--- src/rtl/hazard_stall_controller.sv ---
// Pipeline hazard sequencer: load-use bubbles, mispredict flushes and data-memory wait freezes,
// plus saturating stall/flush counters and a sticky memory-timeout flag.
module hazard_stall_controller #(
  parameter int unsigned REG_AW      = 5,
  parameter int unsigned CNT_W       = 16,
  parameter int unsigned MEM_TIMEOUT = 64
) (
  input  logic              clk,
  input  logic              rst_n,
  input  logic [REG_AW-1:0] id_rs1,
  input  logic [REG_AW-1:0] id_rs2,
  input  logic              id_uses_rs1,
  input  logic              id_uses_rs2,
  input  logic [REG_AW-1:0] ex_rd,
  input  logic              ex_is_load,
  input  logic              ex_mispredict,
  input  logic              dmem_req,
  input  logic              dmem_ready,
  output logic              pc_en,
  output logic              ifid_en,
  output logic              ifid_flush,
  output logic              stall_mux_sel,
  output logic              exmem_en,
  output logic [CNT_W-1:0]  stall_cnt,
  output logic [CNT_W-1:0]  flush_cnt,
  output logic              mem_timeout_err
);

  localparam int unsigned WaitW = $clog2(MEM_TIMEOUT + 1);
  localparam logic [WaitW-1:0] WaitMax = WaitW'(MEM_TIMEOUT);
  localparam logic [CNT_W-1:0] CntMax = '1;

  localparam logic StRun     = 1'b0;
  localparam logic StMemWait = 1'b1;

  logic             state_q, state_d;
  logic [WaitW-1:0] wait_ctr_q, wait_ctr_d;
  logic [CNT_W-1:0] stall_cnt_q, stall_cnt_d;
  logic [CNT_W-1:0] flush_cnt_q, flush_cnt_d;
  logic             err_q, err_d;

  logic load_use;
  logic mem_wait;

  // x0 is hardwired zero, so a load targeting it never creates a dependency.
  assign load_use = ex_is_load && (ex_rd != '0) &&
                    ((id_uses_rs1 && (id_rs1 == ex_rd)) || (id_uses_rs2 && (id_rs2 == ex_rd)));
  assign mem_wait = dmem_req && !dmem_ready;

  always_comb begin
    pc_en         = 1'b1;
    ifid_en       = 1'b1;
    exmem_en      = 1'b1;
    ifid_flush    = 1'b0;
    stall_mux_sel = 1'b0;
    // Held in reset the pipe must free-run regardless of hazard inputs.
    if (rst_n) begin
      if (mem_wait) begin
        pc_en    = 1'b0;
        ifid_en  = 1'b0;
        exmem_en = 1'b0;
      end else if (ex_mispredict) begin
        ifid_flush    = 1'b1;
        stall_mux_sel = 1'b1;
      end else if (load_use) begin
        pc_en         = 1'b0;
        ifid_en       = 1'b0;
        stall_mux_sel = 1'b1;
      end
    end
  end

  always_comb begin
    state_d    = state_q;
    wait_ctr_d = wait_ctr_q;
    unique case (state_q)
      StRun: begin
        wait_ctr_d = '0;
        if (mem_wait) state_d = StMemWait;
      end
      StMemWait: begin
        if (dmem_ready) begin
          state_d = StRun;
        end else if (wait_ctr_q != WaitMax) begin
          wait_ctr_d = wait_ctr_q + 1'b1;
        end
      end
      default: state_d = StRun;
    endcase
  end

  always_comb begin
    err_d       = err_q || (wait_ctr_d == WaitMax);
    stall_cnt_d = stall_cnt_q;
    flush_cnt_d = flush_cnt_q;
    if (!pc_en && (stall_cnt_q != CntMax)) stall_cnt_d = stall_cnt_q + 1'b1;
    if (ifid_flush && (flush_cnt_q != CntMax)) flush_cnt_d = flush_cnt_q + 1'b1;
  end

  always_ff @(posedge clk or negedge rst_n) begin
    if (!rst_n) begin
      state_q     <= StRun;
      wait_ctr_q  <= '0;
      stall_cnt_q <= '0;
      flush_cnt_q <= '0;
      err_q       <= 1'b0;
    end else begin
      state_q     <= state_d;
      wait_ctr_q  <= wait_ctr_d;
      stall_cnt_q <= stall_cnt_d;
      flush_cnt_q <= flush_cnt_d;
      err_q       <= err_d;
    end
  end

  assign stall_cnt       = stall_cnt_q;
  assign flush_cnt       = flush_cnt_q;
  assign mem_timeout_err = err_q;

endmodule

--- config.mk ---
export PLATFORM = sky130hd
export DESIGN_NAME = hazard_stall_controller
export DESIGN_NICKNAME = d
export VERILOG_FILES = /design/src/rtl/hazard_stall_controller.sv
export SDC_FILE = /design/constraint.sdc
export NUM_CORES = 1
export LEC_CHECK = 0
export CAP_MARGIN = 20
export CORE_MARGIN = 2
export CORE_UTILIZATION = 50
export DETAILED_ROUTE_END_ITERATION = 16
export GPL_ROUTABILITY_DRIVEN = 0
export PLACE_DENSITY = 0.95
export SLEW_MARGIN = 0
export SYNTH_ARGS = -nofsm -noshare
export SYNTH_HDL_FRONTEND = slang
export SYNTH_SLANG_ARGS = --single-unit
--- constraint.sdc ---
create_clock -name clk -period 3 [get_ports clk]
set_input_delay 0.3 -clock clk [delete_from_list [all_inputs] [get_ports clk]]
set_output_delay 0.3 -clock clk [all_outputs]
set_load 0.05 [all_outputs]
# Word-level counts from Yosys, hierarchy flattened
# Cells that the tools add are included.
[word_totals]
ff_bits = 41
inputBits = 23
out_inout_bits = 38
word_cells = 46
[classes]
add_sub_neg = 3
n_eq_ne = 6
mux = 19
bitwise = 1
reduce_logical = 12
[op_table]
columns = ["operator", "count"]
rows = [
  ["16-bit by 1-bit adder with 16-bit output (second input constant)", 2],
  ["16-bit inequality test (second input constant)", 2],
  ["1-bit 2-to-1 mux", 15],
  ["7-bit 2-to-1 mux", 2],
  ["7-bit one-hot mux with 2 select lines", 1],
  ["5-bit equality test", 2],
  ["7-bit by 1-bit adder with 7-bit output (second input constant)", 1],
  ["7-bit equality test (second input constant)", 1],
  ["1-bit logical AND", 7],
  ["7-bit inequality test (second input constant)", 1],
  ["5-bit nonzero test", 1],
  ["1-bit zero test", 2],
  ["1-bit logical OR", 2],
  ["1-bit one-hot mux with 2 select lines", 1],
  ["1-bit inverter", 1],
]

# Depth between registers and ports, before layout
[logic_depth]
word_depth = 10
ltp_mapped = 8
ltp_nobuf = 8

# Worst setup path before layout
# OpenSTA, ideal clock, no wires.
[synth_path]
path_kind = "input-to-output"
from = "input port ex_rd[1]"
to = "output port pc_en"
arrival_time_ns = 1.927
t_required_ns = 2.700
setup_slack_ns = 0.773
stages = 5
path_buffers = 1
path_cell_list = "or4_1 -> o21ai_2 -> nor3b_1 -> a21boi_2 -> buf_4"
[synth_between]
elab_chain_cells = 8
elab_cells_between_ends = 12
classes_between = "eq/ne (2); mux (4); reduce/logical (6)"
[synth_lines]
columns = ["element", "line", "source"]
rows = [
  ["from (decl)", "14", "input logic [REG_AW-1:0] ex_rd,"],
  ["5-bit equality test", "47", "((id_uses_rs1 && (id_rs1 == ex_rd)) || (id_uses_rs2 && (id_rs2 == ex_rd)));"],
  ["1-bit logical AND", "47", ""],
  ["1-bit logical OR", "47", ""],
  ["1-bit logical AND (*)", "46", "assign load_use = ex_is_load && (ex_rd != '0) &&"],
  ["1-bit 2-to-1 mux (*) (4 in a row)", "n/a", ""],
  ["to (decl)", "19", "output logic pc_en,"],
]
# Mark *: on every way between the ends. The rest lies on a longest branch, timed or not.

# Final worst setup path
[layout_path]
from = "input port rst_n"
to = "output port ifid_flush"
[layout_between]
elab_chain_cells = 1
[layout_lines]
columns = ["element", "line", "source"]
rows = [
  ["from (decl)", "9", "input logic rst_n,"],
  ["1-bit 2-to-1 mux", "57", "if (rst_n) begin"],
  ["to (decl)", "21", "output logic ifid_flush,"],
]
# Every way passes these cells.

==> results by group <==
STA
  – F_max: 383 MHz
  – Clock skew: 0.00918 ns
  – Final min period: 2.61 ns
  – Fin. Hold Viols: 0
  – Worst-Margin Slew: 0.661 ns
  – Final Slew Violations: 0
  – Worst hold margin: 0.442 ns
  – Worst rel slew slack: 0.557
  – TNS Setup: 0 ns
  – Unrepaired setup endpoints after global routing: false
  – Setup violations, final: 0
  – Period utilization: 0.871

Yosys
  – Cell taking the most area after synthesis: dfrtp_1
  – Gate Count Post-Synth: 193
  – Post-Syn Area: 2110 um2
  – Synthesis-stage register bit count: 41
  – Post-synthesis sequential area ratio: 0.487
  – Top cells by area, synth: dfrtp_1 49%, xnor2_1 15%, nand3_1 3.8%
  – Syn Area/Cell: 10.9 um2
  – Post-synthesis net count: 220
  – Cell variety after synth: 41
  – Ys Warns: 0
  – Post-synth top area share: 0.487

Final layout
  – P&R area growth vs syn: 36.1%
  – Nets@finish: 287
  – Commonest non-fill, non-tap cells in the layout: 56 x clkdlybuf4s50_1, 41 x dfrtp_1, 36 x xnor2_1
  – Share of cells above drive strength 1: 0.0920
  – Finished Cell Area: 2870 um2
  – Commonest non-fill, non-tap cell in the layout: clkdlybuf4s50_1
  – Number of diodes: 0

Power and ir drop
  – Internal power: 1010 uW
  – PD cells: 580 nW/um2
  – Net switching power: 652 uW
  – P_leak: 0.00120 uW
  – Sequential share of power: 0.429
  – Net switching share of the total power: 0.392
  – Clock power frac: 0.211
  – Peak supply drop: 0.000537 V
  – Logic pwr share: 0.360

Worst setup path
  – Cell family with most CP delay: buffers and inverters
  – WP data required: 2.70 ns
  – Reg-to-Reg End: flush_cnt[15]
  – R2R cell count: 7
  – Startpoint Class: input port
  – Flop-to-flop setup slack: 0.96 ns
  – Slowest stage cell, crit path: clkdlybuf4s50_1
  – Arr. time, crit path: 2.31 ns
  – Worst path cell trace: dlygate4sd3_1 > buf_2 > nand3_1 > inv_1 > clkdlybuf4s50_1
  – Worst Path Buf+Inv: 4
  – Max incr delay on CP: 0.80 ns
  – R2r startpoint: flush_cnt[7]
  – CP endpoint kind: primary output
  – Crit path kind: input port to primary output
  – Critical Path Fanout Max: 17

Clock tree
  – Cts repair resizes: 0
  – CTS tree: done
  – Reg clk slew, reported paths: 0.08 ns
  – Clock tree buffer depth: 2
  – Worst-skew pair later-pin latency: 0.29 ns
  – Clk root buf: clkbuf_8
  – H-tree depth: 2
  – Num CTS Buffers: 5
  – Clock Sinks: 41

Global routing
  – Initial antenna violation count: 0
  – Largest net degree at the start of global routing: 30
  – First-pass GRT wire length: 7160 um
  – GRT Total Usage: 0.207
  – Vias in the first global route: 1,608
  – Total gr overflow: 0

Drt
  – Via Count: 1,683
  – Drt initial violations: 69
  – DR vias/cell: 5.41
  – Residual DRC: 0
  – Pre-antenna DRT Iters: 4
  – Routed Antenna Nets: 0
  – WL per Instance: 14.6 um
  – Final wirelength: 4550 um

Floorplan
  – Total core area: 4030 um2
  – Starting density of the core: 0.523
  – # IOs: 61
  – Die height: 68.9 um
  – Die X: 68.9 um
  – Die area: 4750 um2
  – Rows: 23

Outcome
  – Status: finished clean

Min path
  – Worst Hold Class: input port to async pin

Place
  – Port Buffers: 60
  – Hpwl dp: 3440 um
  – Placed Area: 2770 um2

Run
  – Max_cap viols: 0
[registers in the layout, indices dropped and copies added (netlist names)]
| register | count |
|---|---|
| state_q | 1 |
| stall_cnt | 16 |
| flush_cnt | 16 |
| mem_timeout_err | 1 |
| wait_ctr_q | 7 |
[Yosys cell counts]
library cell	count
dfrtp_1	41
xnor2_1	36
nand3_1	16
nand4_1	12
nand2_1	11
nor2_1	11
xor2_1	8
and3_1	7
ha_1	4
inv_1	4
nor2b_1	4
and2_1	3
o21ai_0	3
a21oi_1	2
mux2_2	2
nand4b_1	2
nor3_1	2
o31ai_1	2
a21boi_1	1
a21boi_2	1
a311oi_2	1
a31oi_1	1
a31oi_4	1
and2b_1	1
and2b_2	1
and3_2	1
and3_4	1
and4_1	1
and4_2	1
and4_4	1
buf_4	1
buf_6	1
mux2i_1	1
nand2b_1	1
nand3b_1	1
nor3b_1	1
o211a_1	1
o21ai_2	1
o22ai_1	1
or3_1	1
or4_1	1
[layer usage]
metal | vias up | track usage | wire length (um)
met5 | - | 0 | 0
met4 | 0 | 0.0686 | 53
met3 | 5 | 0.0552 | 360
met2 | 56 | 0.362 | 2250
met1 | 813 | 0.246 | 1880
li1 | 809 | - | -
[worst max path at each step]
stage | startpoint | to | cells past startpoint
after global routing | rst_n | ifid_flush | 5
after global placement | ex_rd[1] | stall_cnt[1] | 7
after detailed placement | ex_rd[1] | stall_cnt[1] | 7
after floorplan | ex_rd[1] | pc_en | 5
after CTS | rst_n | ifid_flush | 5
final | rst_n | ifid_flush | 5
[repair_timing]
| action | CTS | global route |
|---|---|---|
| hold buffers | 1 | 0 |
| hold endpoints to repair | 12 | 0 |
| buffers inserted | 0 | 0 |
[final cells by class]
cell class	count	area, um2
inverter	4	15.0
timing repair buffer	62	631
fill	298	1160
clock inverter	3	17.5
tap	50	62.6
clock buffer	5	68.8
sequential	41	1030
multi-input combinational	146	1050
[cell families (layout without fill, tap and decap cells)]
group	Yosys count	in the layout	share of synthesized area
compound gates	15	15	0.0600
xor+xnor	44	44	0.183
fa+ha+maj	4	4	0.0238
buf+inv	6	74	0.0160
flops	41	41	0.487
mux	3	3	0.0154
simple gates	80	80	0.215
[metrics by stage]
step | power (uW) | instances | worst slack, ns | utilization
after floorplan | 1090 | 193 | 0.773 | -
after global placement | 1300 | 302 | 0.522 | 0.688
after detailed placement | 1320 | 302 | 0.489 | 0.688
after CTS | 1670 | 311 | 0.345 | 0.712
after global routing | 1740 | 311 | 0.270 | 0.712
final | 1660 | 311 | 0.388 | 0.712
[worst register-to-register path, cell delays in order (launching register included)]
cell      delay [ns]
dfrtp_1         0.43
and4_4          0.22
and3_4          0.20
a311oi_2        0.36
and2b_1         0.26
and3_1          0.22
nand3_1         0.10
xnor2_1         0.13
[power groups by stage]
stage / clock (uW) / combinational (uW) / sequential (uW)
2_1_floorplan: 0 / 139 / 947
3_3_place_gp: 0 / 584 / 718
6_report: 351 / 598 / 714
4_1_cts: 358 / 603 / 712
5_1_grt: 382 / 634 / 726
3_5_place_dp: 0 / 600 / 723
(Power assumes the default switching activity.)
